## src/rtl/uart_tx_feeder.sv

```systemverilog
// Byte-to-word packer and word FIFO feeding the UART transmitter FSM.
// Optional statistics counters are enabled by defining UART_TX_FEEDER_STATS_EN.
module uart_tx_feeder #(
    parameter int DATA_WIDTH = 8,
    parameter int DEPTH      = 4
) (
    input  logic                      clk,
    input  logic                      rst_n,
    input  logic                      wr_valid,
    output logic                      wr_ready,
    input  logic [7:0]                wr_byte,
    input  logic                      wr_err_inject,
    input  logic                      flush,
    output logic                      tx_valid,
    input  logic                      tx_ready,
    output logic [DATA_WIDTH-1:0]     tx_data,
    output logic                      tx_error,
    output logic [$clog2(DEPTH):0]    level,
    output logic                      empty,
    output logic                      full
`ifdef UART_TX_FEEDER_STATS_EN
    ,
    output logic [15:0]               words_sent,
    output logic [15:0]               err_words_sent
`endif
);

    localparam int BYTES = DATA_WIDTH / 8;
    localparam int ADDR  = $clog2(DEPTH);
    localparam int LVLW  = ADDR + 1;
    localparam int IDXW  = (BYTES > 1) ? $clog2(BYTES) : 1;

    logic [IDXW-1:0]       byte_idx;
    logic [IDXW-1:0]       idx_inc;
    logic [IDXW-1:0]       idx_after;
    logic [DATA_WIDTH-1:0] pack_data;
    logic [DATA_WIDTH-1:0] merged_data;
    logic                  err_acc;
    logic                  merged_err;
    logic                  last_byte;
    logic                  accept;
    logic                  push_word;
    logic                  push_flush;
    logic                  push;
    logic                  pop;

    logic [DATA_WIDTH-1:0] mem_data [DEPTH];
    logic                  mem_err  [DEPTH];
    logic [ADDR-1:0]       wr_ptr;
    logic [ADDR-1:0]       rd_ptr;

    assign full      = (level == LVLW'(DEPTH));
    assign empty     = (level == '0);
    assign last_byte = (byte_idx == IDXW'(BYTES - 1));
    assign wr_ready  = !full || !last_byte;
    assign accept    = wr_valid && wr_ready;
    assign idx_inc   = last_byte ? '0 : byte_idx + IDXW'(1);

    // The accepted byte is merged first so a same-cycle flush or completion sees it.
    always_comb begin
        merged_data = pack_data;
        for (int i = 0; i < BYTES; i++) begin
            if (accept && (byte_idx == IDXW'(i))) begin
                merged_data[i*8 +: 8] = wr_byte;
            end
        end
        merged_err = err_acc | (accept & wr_err_inject);
        idx_after  = accept ? idx_inc : byte_idx;
    end

    assign push_word  = accept && last_byte;
    assign push_flush = flush && !full && (idx_after != '0);
    assign push       = push_word || push_flush;

    assign tx_valid = !empty && tx_ready;
    assign pop      = tx_valid;
    assign tx_data  = empty ? '0 : mem_data[rd_ptr];
    assign tx_error = !empty && mem_err[rd_ptr];

    always_ff @(posedge clk or negedge rst_n) begin
        if (!rst_n) begin
            byte_idx  <= '0;
            pack_data <= '0;
            err_acc   <= 1'b0;
        end else if (push) begin
            byte_idx  <= '0;
            pack_data <= '0;
            err_acc   <= 1'b0;
        end else if (accept) begin
            byte_idx  <= idx_inc;
            pack_data <= merged_data;
            err_acc   <= merged_err;
        end
    end

    // Storage carries no reset; the empty gating on tx_data/tx_error hides stale entries.
    always_ff @(posedge clk) begin
        if (push) begin
            mem_data[wr_ptr] <= merged_data;
            mem_err[wr_ptr]  <= merged_err;
        end
    end

    always_ff @(posedge clk or negedge rst_n) begin
        if (!rst_n) begin
            wr_ptr <= '0;
            rd_ptr <= '0;
            level  <= '0;
        end else begin
            if (push) begin
                wr_ptr <= wr_ptr + ADDR'(1);
            end
            if (pop) begin
                rd_ptr <= rd_ptr + ADDR'(1);
            end
            case ({push, pop})
                2'b10:   level <= level + LVLW'(1);
                2'b01:   level <= level - LVLW'(1);
                default: level <= level;
            endcase
        end
    end

`ifdef UART_TX_FEEDER_STATS_EN
    always_ff @(posedge clk or negedge rst_n) begin
        if (!rst_n) begin
            words_sent     <= '0;
            err_words_sent <= '0;
        end else if (pop) begin
            words_sent <= words_sent + 16'd1;
            if (tx_error) begin
                err_words_sent <= err_words_sent + 16'd1;
            end
        end
    end
`endif

endmodule

```

## config.mk

```make
export PLATFORM = sky130hd
export DESIGN_NAME = uart_tx_feeder
export DESIGN_NICKNAME = d
export VERILOG_FILES = /design/src/rtl/uart_tx_feeder.sv
export SDC_FILE = /design/constraint.sdc
export NUM_CORES = 1
export LEC_CHECK = 0
export ABC_CLOCK_PERIOD_IN_PS = 3300
export BUFFER_PORTS_ARGS = -buffer_cell sky130_fd_sc_hd__clkbuf_2
export CORE_UTILIZATION = 30
export DETAILED_ROUTE_END_ITERATION = 10
export GPL_TIMING_DRIVEN = 0
export MAX_ROUTING_LAYER = met4
export SETUP_SLACK_MARGIN = 0.1
export SKIP_CTS_REPAIR_TIMING = 1
export SYNTH_ARGS = -nofsm -noshare
export SYNTH_HDL_FRONTEND = slang
export SYNTH_SLANG_ARGS = --single-unit
```

## constraint.sdc

```tcl
create_clock -name clk -period 3.3 [get_ports clk]
set_clock_uncertainty 0.1 [all_clocks]
set_input_delay 0.99 -clock clk [delete_from_list [all_inputs] [get_ports clk]]
set_output_delay 0.99 -clock clk [all_outputs]
set_load 0.05 [all_outputs]
```

# --- Yosys cells after proc, flatten, opt, wreduce, memory -nomap -nowiden ---
# Memories as Yosys holds them, arrays and structs flattened.
# Cells that the tools add are included.
classes:
  n_mux: 12
  n_bitwise: 3
  add_sub_neg: 5
  n_shift: 0
  n_div: 0
  reduce_logical: 13
  magnitude_cmp: 0
  n_mul: 0
  n_eq_ne: 3
op_table:
  columns: ["operator", "count"]
  rows:
  - ["8-bit 2-to-1 mux", 4]
  - ["1-bit 2-to-1 mux", 7]
  - ["1-bit logical AND", 6]
  - ["3-bit one-hot mux with 2 select lines", 1]
  - ["2-bit by 1-bit adder with 2-bit output (second input constant)", 2]
  - ["2-bit nonzero test", 2]
  - ["3-bit by 1-bit adder with 3-bit output (second input constant)", 1]
  - ["3-bit == test (second input constant)", 1]
  - ["3-bit zero test", 1]
  - ["3-bit by 1-bit subtractor with 3-bit output (second input constant)", 1]
  - ["2-bit by 1-bit == test with 1-bit output (second input constant)", 1]
  - ["2-bit == test (second input constant)", 1]
  - ["1-bit zero test", 2]
  - ["1-bit logical OR", 2]
  - ["1-bit adder (second input constant)", 1]
  - ["1-bit bitwise AND", 1]
  - ["1-bit NOT", 1]
  - ["1-bit bitwise OR", 1]
word_totals:
  memories: 2
  latch_bits: 0
  in_bits: 14
  regBits: 17
  ramBits: 36
  romBits: 0
  output_inout_bits: 16
mem_list:
  columns: ["name", "depth", "word_bits", "rd", "rd_clocked_by_memory_dff", "write_ports", "line", "text"]
  rows:
  - ["mem_data", 4, 8, 1, 0, 1, "47", "logic [DATA_WIDTH-1:0] mem_data [DEPTH];"]
  - ["mem_err", 4, 1, 1, 0, 1, "48", "logic mem_err [DEPTH];"]

# --- Longest topological paths before layout ---
# Gate-level depths: netlist of the first run.
logic_depth:
  ltp_word: 9
  ltp_mapped: 10
  depth_no_buf: 9

# --- Worst setup path after synthesis of the first run ---
# No wires, ideal clock.
synth_timing:
  path_kind: "register to output"
  from: "reg level[0]"
  to: "out tx_data[0]"
  stages_incl_launch_ff: 4
  n_path_buf: 1
  arrival_ps: 2115
  path_slack_ps: 95
  path_cell_list: "dfrtp_1 -> nor3_1 -> clkbuf_1 -> nor2b_1"
synth_via:
  elab_chain_cells: 2
synth_lines:
  columns: ["element", "line", "text"]
  rows:
  - ["start, declared", "18", "output logic [$clog2(DEPTH):0] level,"]
  - ["start signal, assigned", "117", "2'b10: level <= level + LVLW'(1);"]
  - ["start signal, assigned", "118", "2'b01: level <= level - LVLW'(1);"]
  - ["start signal, assigned", "119", "default: level <= level;"]
  - ["3-bit zero test", "53", "assign empty = (level == '0);"]
  - ["via empty", "19", "output logic empty,"]
  - ["8-bit 2-to-1 mux", "77", "assign tx_data = empty ? '0 : mem_data[rd_ptr];"]
  - ["end, declared", "16", "output logic [DATA_WIDTH-1:0] tx_data,"]
# The timed path passes the listed nets, and every way through them passes these cells.

# --- Worst setup path after layout of the first run ---
layout_timing:
  from: "reg rd_ptr[0]"
  to: "out tx_data[5]"
layout_via:
  elab_chain_cells: 2
layout_lines:
  columns: ["element", "line", "text"]
  rows:
  - ["start, declared", "50", "logic [ADDR-1:0] rd_ptr;"]
  - ["start signal, assigned", "114", "rd_ptr <= rd_ptr + ADDR'(1);"]
  - ["memory read 4 x 8 bit", null, null]
  - ["8-bit 2-to-1 mux", "77", null]
# Every way passes these cells.

==> results summary, run 1 <==
Measured in cells, the most critical reg-to-reg path has a length of 10. The mux cell area share after synthesis came out at between 10% and 20%. The total area inside the core boundary comes to ~7300 µm².

In the final layout, the share of cells above drive strength 1 is 34.48%. The area growth from synthesis to layout is 15.94%. The count of max-cap constraint violations came out at 0.

Among all flip-flop cells after synthesis, the most frequent one is sky130_fd_sc_hd__edfxtp_1. The number of different library cells in the post-synthesis netlist came out at 29. Yosys attributes the largest share of cell area to sky130_fd_sc_hd__edfxtp_1 (48%), sky130_fd_sc_hd__dfrtp_1 (19%), sky130_fd_sc_hd__mux4_2 (8.9%).

The starting utilization of the core area came out at 31.11%. The setup slack at placement came out at approximately 240 ps. Measured along the y axis, the die boundary spans 88.96 µm.

The initial antenna violation count is 0. The worst IR drop on VDD came out at approximately 0.23 mV. The total I/O pin count came out at 30. The number of global-route vias before repair is 1,137.

Clock tree synthesis selected as its root buffer the cell sky130_fd_sc_hd__clkbuf_8. For the worst-skew pair, the clock arrives at the later sink with an insertion delay of 300 ps. The most common library cell in the layout ignoring fill and taps is sky130_fd_sc_hd__edfxtp_1.

Setup total negative slack on the finished layout was measured at 0 ps. The placed wire-length estimate after detailed placement came out at about 2600 µm. The final-layout fill cell count came out at 710. The post-synthesis async set-or-reset flop share came out at 32.08%. The number of optimization iterations in the first detailed-route pass came out at 4. The static leakage came out at 1.049 nW. The cell taking the most area after synthesis is sky130_fd_sc_hd__edfxtp_1. In the final routed layout, each cell accounts on average for between 10 and 15 µm. The required time of the worst setup path is between 2000 and 2500 ps. The post-synthesis average cell area is 16.56 µm². The power density over cell area came out at 937.6 nW/µm². In the final layout, the multi-input gates occupy a little over 700 µm². The parity-gate share of the synthesized area counting xor and xnor cells came out at 2.317%. In the synthesized netlist, the number of instances is 137. The number of synthesized flops with an enable pin is 36. The final worst setup slack is 384.1 ps. The final route contains 1,171 vias. The worst register-to-register path begins at level[0]$_DFFE_PN0P_. Entering global routing, the biggest net connects 18 pins. The setup path with the least slack is of type reg -> out. The weighted congestion at the end of routability-driven global placement came out at 0.7448. STA classifies the critical path endpoint as a primary output. During synthesis, Yosys emitted a total of 0 warnings. The total count of hold-check failures in the final report came out at 0.

The clock input transition at the sequential cells of the worst setup and hold paths is 90 ps. Of the synthesized area, sequential elements account for 66.41%. In the routed layout, each cell is associated on average with a via count of 4.289. The number of diodes is 0.

The count of clock tree sinks is 53. The simple-gate area share of the yosys netlist came out at 10.59%. The min-delay analysis places its worst path in the category reg -> reg. After the last flow step, the layout net total stands at ~190.

Setup violations remaining at the end of the flow were counted as 0. The site row count came out at 31. In this run, the number of DRC markers left after iteration 0 of detailed routing was 40.

The count of pins over their slew limit is 0. The post-route clock period utilization came out at 88.36%. The remaining design rule violation count came out at 0. The worst setup path is launched from a flip-flop. In the final layout, flip-flops and latches occupy 1506 µm². The number of levels in the clock H-tree is 2. The worst-path maximum fanout came out at 10. For the pin with the worst max-slew slack, the measured transition is slightly above 500 ps.

The post-synthesis adder-cell area fraction came out at 3.640%. The clock period minus worst slack is 2916 ps. Setup repair after global routing left no endpoint under its margin. The number of buffers inserted by port buffering came out at 29. TritonCTS built the clock tree. Following the worst setup path forward leads to its endpoint at tx_data[5]. The run finished with clean final reports. The share of the synthesized area in the top cell type is 47.66%. The number of buffers between clock root and the deepest sink came out at 2.

The max-slew headroom at the worst pin came out at 65.61%. The share of the synthesized area in compound gates (AO/OA/AOI/OAI) came out at 1.655%. The internal reg-to-reg setup slack came out at just under 800 ps. The area of the mapped netlist is 2268 µm². The count of nets left with antenna violations once routing finished came out at 0. The peak clock frequency supported by timing is 0.3430 GHz.

The number of buffers added by the clock tree synthesis step is 5. The total routed wirelength came out at 3836 µm. The critical path data arrival time is ~1800 ps. The die width is around 90 µm. The post-synthesis net count is 157. The critical path starts at rd_ptr[0]$_DFFE_PN0P_. Global routing finished with a remaining overflow of 0. The first-pass GRT wire length is between 6000 and 7000 µm. The library cells used most frequently in the layout, excluding fill and tap cells, are sky130_fd_sc_hd__edfxtp_1 (36), sky130_fd_sc_hd__clkbuf_2 (30), sky130_fd_sc_hd__nor2b_1 (19), sky130_fd_sc_hd__dfrtp_1 (17), sky130_fd_sc_hd__mux4_2 (9). The synthesis-stage register bit count came out at 53. After synthesis, the largest family of logic cells by area is multiplexers. The area enclosed by the die boundary came out at 7913 µm². In this run the critical register-to-register path is captured at level[2]$_DFFE_PN0P_. For this run, the total global-route usage over all layers was measured as a little under an eighth.
## sequential cells by signal, indices dropped and copies added, names as in the netlist
name / cells
level: 3
byte_idx: 1
mem_err: 4
wr_ptr: 2
err_acc: 1
mem_data: 32
pack_data: 8
rd_ptr: 2
## cell type report
type,count,share of cell area [%]
plain buffers,4,0.9515
clock inverters,2,0.3330
well taps,99,4.710
flip-flops and latches,53,57.28
repair buffers,29,5.519
inverters,6,0.8563
multi-input cells,74,27.21
clock buffers,6,3.140
## synthesized netlist by cell type (all sizes together), types with 2 or more instances
cell,count
nor2b,19
inv,6
buf,3
mux4,9
ha,5
nand2,4
xnor2,2
dfrtp,17
nor3b,2
mux2,8
xor2,4
and2,4
edfxtp,36
nand3b,2
nor2,4
nand2b,2
## where the power goes
part | internal (mW) | switching (mW) | leakage, nW
sequential | 0.874 | 0.0643 | 0.559
clock | 0.167 | 0.200 | 0.0486
combinational | 0.372 | 0.789 | 0.442
## metal layers
metal	vias to the layer above	global-route usage [%]	part of all wire [%]
met4	0	3.896	1.6
met2	23	18.25	50
met3	5	2.493	3.2
met5	-	-	0
li1	565	-	-
met1	578	14.61	46
## critical path: stages, from the launching register on
cell and delay, ps:
sky130_fd_sc_hd__dfrtp_1 380, sky130_fd_sc_hd__buf_4 240, sky130_fd_sc_hd__mux4_2 510, sky130_fd_sc_hd__nor2b_1 150, sky130_fd_sc_hd__clkbuf_2 240
## worst min-delay path by stage
stage               cells after the start                startpoint  slack, ps                        to
floorplan                               1  pack_data[0]$_DFFE_PN0P_        360  pack_data[0]$_DFFE_PN0P_
global placement                        1  pack_data[7]$_DFFE_PN0P_        380  pack_data[7]$_DFFE_PN0P_
detailed placement                      1  pack_data[4]$_DFFE_PN0P_        390  pack_data[4]$_DFFE_PN0P_
CTS                                     1  pack_data[3]$_DFFE_PN0P_        420  pack_data[3]$_DFFE_PN0P_
global route                            1  pack_data[3]$_DFFE_PN0P_        450  pack_data[3]$_DFFE_PN0P_
finish                                  1  pack_data[0]$_DFFE_PN0P_        410  pack_data[0]$_DFFE_PN0P_
## per-stage QoR
stage	hold slack (ps)	cell area, µm²	power, mW	cells	util (%)
2_1_floorplan	360.4	2268	1.874	137	-
3_3_place_gp	377.1	2537	2.120	265	34.80
3_5_place_dp	388.8	2537	2.137	265	34.80
4_1_cts	415.7	2629	2.499	273	36.05
5_1_grt	445.3	2630	2.620	273	36.07
6_report	409.3	2630	2.466	273	36.07
## kinds of logic after synthesis
family / after synthesis
muxes: 18
AOI/OAI and AO/OA: 5
and+or+nand+nor: 39
DFF: 53
adders and majority gates: 6
buffers and inverters: 10
xor gates and xnor gates: 6
No activity file was read; power rests on OpenSTA's default activity.
==> run 2: changes to the inputs <==
Settings changed: REMOVE_ABC_BUFFERS from default to 1.
==> run 2 against run 1 <==
First-iteration DRC count is 68% lower. Worst hold slack worse by 7.5 ps. Routed wire length is 1.5% lower. Register-to-register slack better by 130 ps. Largest cell class unchanged.
==> results summary, run 2 (synthesized netlist as in run 1, its figures left out) <==
The number of vias in the routed layout is 1,182 (+0.94%). The final-layout fill cell count was 744 (+4.8%). The critical-path cell with the highest stage delay is sky130_fd_sc_hd__dfrtp_2. The initial antenna violation count is 0 (unchanged).

The uppermost metal layer occupied by signal nets is met4. The die width came out at 88.96 µm (unchanged). The count of endpoints failing setup in the final report came out at 0 (unchanged). The total buffers and inverters traversed by the critical path is 1 (-1). The amount of wire on met2 after detailed routing came out at 2075 µm (+9.3%).

The static leakage was 1.040 nW (-0.89%). The total power after layout is 2.517 mW (+2.1%). The required time of the worst setup path is 2210 ps (about the same). The remaining design rule violation count is 0 (unchanged). The peak clock frequency supported by timing came out at 0.3386 GHz (-1.3%). The total global-route track usage is 11.56% (+0.095 points).

The die boundary height is 88.96 µm (unchanged). The worst IR drop on VDD is 0.1884 mV (-17%). Leaving out fill and tap cells, the most frequent cell in the layout is sky130_fd_sc_hd__edfxtp_1.

The number of buffers added by the clock tree synthesis step is 5 (unchanged). The area growth from synthesis to layout came out at 16.27%. The count of antenna-violating nets left after detailed routing is 0 (unchanged). STA classifies the critical path endpoint as a primary output. The count of max-cap constraint violations is 0 (unchanged).

The count of pins over their slew limit was 0 (unchanged). The number of levels in the clock H-tree came out at 2 (unchanged). The total routed wire length on the met1 layer came to 1506 µm (-14%). The worst slack on hold paths came to 401.8 ps (-7.455 ps). The standard cell core area is 7292 µm² (unchanged). The family of cells with the greatest summed delay on the critical path is flip-flops. The run finished with clean final reports. The number of non-filler instances in the completed layout is 268 (-1.8%). The area enclosed by the die boundary came out at 7913 µm² (unchanged). The cell sitting at the root of the clock tree is a sky130_fd_sc_hd__clkbuf_8. The leftover overflow at the end of global routing came out at 0 (unchanged). The number of nets at the end of the flow came out at 189 (-2.1%). The weighted congestion at the end of routability-driven global placement was 0.6390 (-14%).

The clock insertion delay at the later pin of the skew report is 300 ps (about the same). The number of global-route vias before repair was 1,264 (+11%). The count of clock tree sinks was 53 (unchanged). The clock period minus worst slack came to 2953 ps (+37.13 ps). The site row count came out at 31 (unchanged).

The delay contributed by the slowest stage of the critical path is 600 ps (+90 ps). The number of flip-flops in the largest register came out at 32 (unchanged). In the final layout, the registers with the most flip-flops are mem_data: 32 flops, pack_data: 8 flops, mem_err: 4 flops.

The max-slew headroom at the worst pin came out at 53.33% (-12 points). The number of optimization iterations in the first detailed-route pass is 3 (-1). The post-route clock period utilization came out at 89.48% (+1.1 points). The vias per cell came out at 4.410 (+2.8%). The fraction of final layout cells with drive strength greater than 1 came out at 34.91% (+0.43 points). The register with the most flip-flops is mem_data. Traced cell by cell, the critical path runs through mux4_2, nor2b_1, clkbuf_2. The clock tree from TritonCTS is done. The total routed wirelength is 3779 µm (-1.5%).

The number of buffers between clock root and the deepest sink is 2 (unchanged). The met3 layer wire length in the routed design came to 120 µm (-3.2%). The number of buffers inserted by port buffering came out at 29 (unchanged). The total count of hold-check failures in the final report came to 0 (unchanged).

The power density over cell area is 954.3 nW/µm² (+1.8%). The worst hold path belongs to the class reg -> reg. The post-route setup TNS is 0 ps (unchanged). The average wire per cell in the routed design was 14.10 µm (+0.35%). The critical path is of the reg -> out type. The transition time of the tightest slew-check pin came out at 700.0 ps (+184.2 ps). The worst-path maximum fanout came out at 11 (+1). STA classifies the critical path startpoint as a flip-flop. The placed wire-length estimate after detailed placement is 2463 µm (-5.3%). The utilization after layout came out at 36.17% (+0.10 points). The first-pass GRT wire length was 6285 µm (about the same).

The total I/O pin count came out at 30 (unchanged). The instance count after placement with tap cells included is 261 (-1.5%). The starting utilization of the core area was 31.11% (unchanged). The pin count of the biggest net entering global routing came to 18 (unchanged). The initial detailed-routing violation count came out at 13 (-68%). The clock input transition at the sequential cells of the worst setup and hold paths is 90 ps (about the same). Setup repair after global routing left no endpoint under its margin. The library cells used most frequently in the layout, excluding fill and tap cells, are sky130_fd_sc_hd__edfxtp_1 (36), sky130_fd_sc_hd__clkbuf_2 (29), sky130_fd_sc_hd__nor2b_1 (19), sky130_fd_sc_hd__dfrtp_1 (16), sky130_fd_sc_hd__mux4_2 (9). The critical path data arrival time came out at 1860 ps (+30 ps).

The number of diodes came out at 0 (unchanged).
[run 2: path summary, 6_finish.rpt]
| kind | startpoint | cells after the start | slack (ps) | end |
|---|---|---|---|---|
| max | rd_ptr[0]$_DFFE_PN0P_ | 3 | 350 | tx_error |
| min | pack_data[5]$_DFFE_PN0P_ | 1 | 400 | pack_data[5]$_DFFE_PN0P_ |
| max reg2reg | level[0]$_DFFE_PN0P_ | 9 | 900 | level[2]$_DFFE_PN0P_ |
| min reg2reg | pack_data[5]$_DFFE_PN0P_ | 1 | 400 | pack_data[5]$_DFFE_PN0P_ |
| max in group asynchronous | rst_n | 1 | 2230 | rd_ptr[0]$_DFFE_PN0P_ |
| min in group asynchronous | rst_n | 1 | 520 | pack_data[0]$_DFFE_PN0P_ |
[run 2: cell type report]
class	instances	area [µm²]	share of cell area, %
Clock buffer	5	68.82	2.609
Clock inverter	2	38.79	1.471
Inverter	6	22.52	0.8539
Multi-Input combinational cell	74	730.7	27.70
Sequential cell	53	1508	57.16
Tap cell	99	123.9	4.696
Timing Repair Buffer	29	145.1	5.503
[run 2: routing by layer]
layer / track usage [%] / up-vias
met5: - / -
met4: 5.195 / 0
met3: 2.678 / 7
met2: 20.14 / 19
met1: 12.61 / 598
li1: - / 558
[run 2: worst register-to-register path: cells and delay by family, from the launching register on]
family / cells / cell delay, ps
and+or+nand+nor: 2 / 520
xor gates and xnor gates: 2 / 300
buffers and inverters: 2 / 160
AOI/OAI and AO/OA: 1 / 220
adders and majority gates: 2 / 550
DFF: 1 / 480
[run 2: per-stage QoR]
step / area [µm²] / setup WS (ps)
2_1_floorplan: 2245 / -1030
3_3_place_gp: 2514 / -157.1
3_5_place_dp: 2519 / -202.8
4_1_cts: 2626 / 74.43
5_1_grt: 2638 / 237.4
6_report: 2638 / 347.0
[run 2: power by group]
group	internal (mW)	switching, mW
logic	0.358	0.727
registers	0.875	0.128
clock network	0.225	0.205
total	1.46	1.06
==> run 3: changes to the inputs <==
Settings changed: CORE_UTILIZATION 30 to 53, PLACE_DENSITY from default to 0.74, REMOVE_ABC_BUFFERS 1 to default.
==> run 3 against run 2 <==
Global-route usage rose by 7.8 points. Register-to-register slack worse by 110 ps. Routed wire length down 0.69%. Worst setup slack improved by 12 ps. Clock power shrank 18%. Combinational power is 8% higher. Cell count fell by 16%. Total power decreased by 2.2%. Core utilization is 27 points higher. Sequential power shrank 6%. Critical path type unchanged.
==> results summary, run 3 (synthesized netlist as in run 1, its figures left out) <==
The run finished with clean final reports. The critical path data arrival time came out at 1850 ps (about the same). Setup repair after global routing left no endpoint under its margin.

The count of max-cap constraint violations is 0 (unchanged). The reg-to-reg critical path startpoint is level[0]$_DFFE_PN0P_. The number of vias in the routed layout came out at 1,192 (+0.85%). The number of flip-flops in the largest register came to 32 (unchanged). The max-slew headroom at the worst pin came out at 65.03% (+12 points). The worst setup path is of the reg -> out kind.

The count of antenna-violating nets left after detailed routing came out at 0 (unchanged). The worst-path maximum fanout came out at 10 (-1). The sequential cell area came out at 1506 µm² (about the same). The final-layout fill cell count is 307 (-59%).

The total global-route track usage is 19.33% (+7.8 points). The worst IR drop on VDD is 0.3969 mV (+110%). The initial detailed-routing violation count came out at 89 (+76). The site row count came to 23 (-26%).

The area enclosed by the die boundary is 4545 µm² (-43%). The fraction of power spent switching nets came to 43.29% (+1.2 points). The standard cell core area came out at 4058 µm² (-44%). The clock insertion delay at the later pin of the skew report was 300 ps (about the same). The clock period minus worst slack is 2941 ps (-12.05 ps). The largest registers in the layout are mem_data: 32 flops, pack_data: 8 flops, mem_err: 4 flops. The total power after layout was 2.462 mW (-2.2%). The internal power summed over all cells is 1.396 mW (-4.2%). The post-route clock period utilization came out at 89.12% (-0.37 points).

The remaining design rule violation count came out at 0 (unchanged). The worst register-to-register path ends at level[2]$_DFFE_PN0P_. The most common library cell in the layout ignoring fill and taps is sky130_fd_sc_hd__edfxtp_1. The count of pins over their slew limit is 0 (unchanged). The number of levels in the clock H-tree is 2 (unchanged). The weighted congestion at the end of routability-driven global placement is 0.6839 (+7.0%). The transition time of the tightest slew-check pin is 524.6 ps (-175.4 ps).

The pin count of the biggest net entering global routing came out at 18 (unchanged). The number of nets at the end of the flow came to 193 (+2.1%). The placed wire-length estimate after detailed placement is 2594 µm (+5.3%). The tree is rooted in a sky130_fd_sc_hd__clkbuf_8. The die boundary height came out at 67.42 µm (-24%). The relative contribution of the clock network to total power is 14.3% (-2.8 points). The area growth from synthesis to layout came out at 13.07%. The count of endpoints failing setup in the final report came out at 0 (unchanged). The required time of the worst setup path is 2210 ps (about the same). Tracing the worst setup path back leads to its startpoint at rd_ptr[0]$_DFFE_PN0P_. The starting utilization of the core area came out at 55.91% (+25 points).

The power density over cell area came out at 959.8 nW/µm² (+0.58%). The leftover overflow at the end of global routing is 0 (unchanged). The share of total power in combinational logic came out at 47.4% (+4.3 points). The die width is 67.42 µm (-24%).

The total routed wirelength came to 3753 µm (-0.69%). The number of global-route vias before repair came out at 1,238 (-2.1%). The number of buffers inserted by port buffering was 29 (unchanged). The vias per cell came to 5.321 (+21%). The internal reg-to-reg setup slack came to 790 ps (-110 ps). The switching power is 1.066 mW (+0.53%). The area used by multi-input combinational logic is 715.7 µm² (-2.1%). The number of diodes came out at 0 (unchanged).

The register with the most flip-flops is mem_data. The total count of hold-check failures in the final report came to 0 (unchanged). The top cell types in the final layout, fill and taps aside, are sky130_fd_sc_hd__edfxtp_1 (36), sky130_fd_sc_hd__clkbuf_2 (30), sky130_fd_sc_hd__nor2b_1 (19), sky130_fd_sc_hd__dfrtp_1 (17), sky130_fd_sc_hd__mux4_2 (9). The worst slack on hold paths came out at 409.6 ps (+7.819 ps). The first-pass GRT wire length came out at 5796 µm (-7.8%). The number of optimization iterations in the first detailed-route pass is 4 (+1). The peak clock frequency supported by timing is 0.3400 GHz (+0.41%). The initial antenna violation count is 0 (unchanged).

The fraction of final layout cells with drive strength greater than 1 came out at 34.48% (-0.43 points). The average wire per cell in the routed design came out at 16.75 µm (+19%). The number of buffers added by the clock tree synthesis step is 5 (unchanged).

The post-route setup TNS was 0 ps (unchanged). The sequential share of power is 38.3% (-1.5 points). The worst hold path belongs to the class reg -> reg.

The path depth of the worst reg2reg path came out at 10 (+1). STA classifies the critical path endpoint as a primary output. The count of clock tree sinks came out at 53 (unchanged). The critical path ends at tx_data[6].

TritonCTS built the clock tree. The total I/O pin count is 30 (unchanged). The number of buffers between clock root and the deepest sink came out at 2 (unchanged). The static leakage came out at 1.038 nW (-0.18%). STA classifies the critical path startpoint as a flip-flop. The clock input transition at the sequential cells of the worst setup and hold paths came to 90 ps (about the same).
-- run 3: per-stage QoR --
| step | cell area [µm²] | worst slack [ps] | std cells | utilization [%] |
|---|---|---|---|---|
| after floorplan | 2268 | 95.38 | 137 | - |
| after global placement | 2476 | 302.7 | 216 | 61.02 |
| after detailed placement | 2476 | 249.0 | 216 | 61.02 |
| after CTS | 2564 | 222.8 | 224 | 63.18 |
| after global routing | 2565 | 251.7 | 224 | 63.21 |
| final | 2565 | 359.1 | 224 | 63.21 |
-- run 3: cell type report --
type	count	share of cell area [%]
buffer	4	0.9756
clock buffer	6	2.829
clock inverter	2	0.5854
inverter	6	0.8780
multi-input combinational	74	27.90
sequential	53	58.73
tap	50	2.439
timing repair buffer	29	5.659
-- run 3: worst min-delay path by stage --
stage                          endpoint  slack [ps]  cells past startpoint                      from
2_1_floorplan  pack_data[0]$_DFFE_PN0P_         360                      1  pack_data[0]$_DFFE_PN0P_
3_3_place_gp   pack_data[6]$_DFFE_PN0P_         380                      1  pack_data[6]$_DFFE_PN0P_
3_5_place_dp   pack_data[5]$_DFFE_PN0P_         390                      1  pack_data[5]$_DFFE_PN0P_
4_1_cts        pack_data[0]$_DFFE_PN0P_         410                      1  pack_data[0]$_DFFE_PN0P_
5_1_grt        pack_data[4]$_DFFE_PN0P_         430                      1  pack_data[4]$_DFFE_PN0P_
6_report       pack_data[5]$_DFFE_PN0P_         410                      1  pack_data[5]$_DFFE_PN0P_
-- run 3: power by group through the flow --
stage          Combinational [mW]  Clock, mW  Sequential [mW]
6_report                     1.17      0.352            0.943
5_1_grt                      1.25      0.381            0.957
4_1_cts                      1.18      0.357            0.944
3_5_place_dp                 1.18          0            0.959
3_3_place_gp                 1.15          0            0.945
2_1_floorplan               0.869          0             1.01
-- run 3: metal layers --
metal  vias to the layer above  wire length [µm]  part of all wire (%)  track usage (%)
met4                         0                32                  0.85            7.181
met3                         4               144                   3.8            5.743
met2                        29              1975                    53            31.13
met1                       592              1601                    43            23.01
li1                        567                 -                     -                -
met5                         -                 0                     0                -
-- run 3: critical path, cell delays in order, from the launching register on --
cell and delay [ps]:
sky130_fd_sc_hd__dfrtp_1 400, sky130_fd_sc_hd__buf_4 250, sky130_fd_sc_hd__mux4_2 510, sky130_fd_sc_hd__nor2b_1 140, sky130_fd_sc_hd__clkbuf_2 240
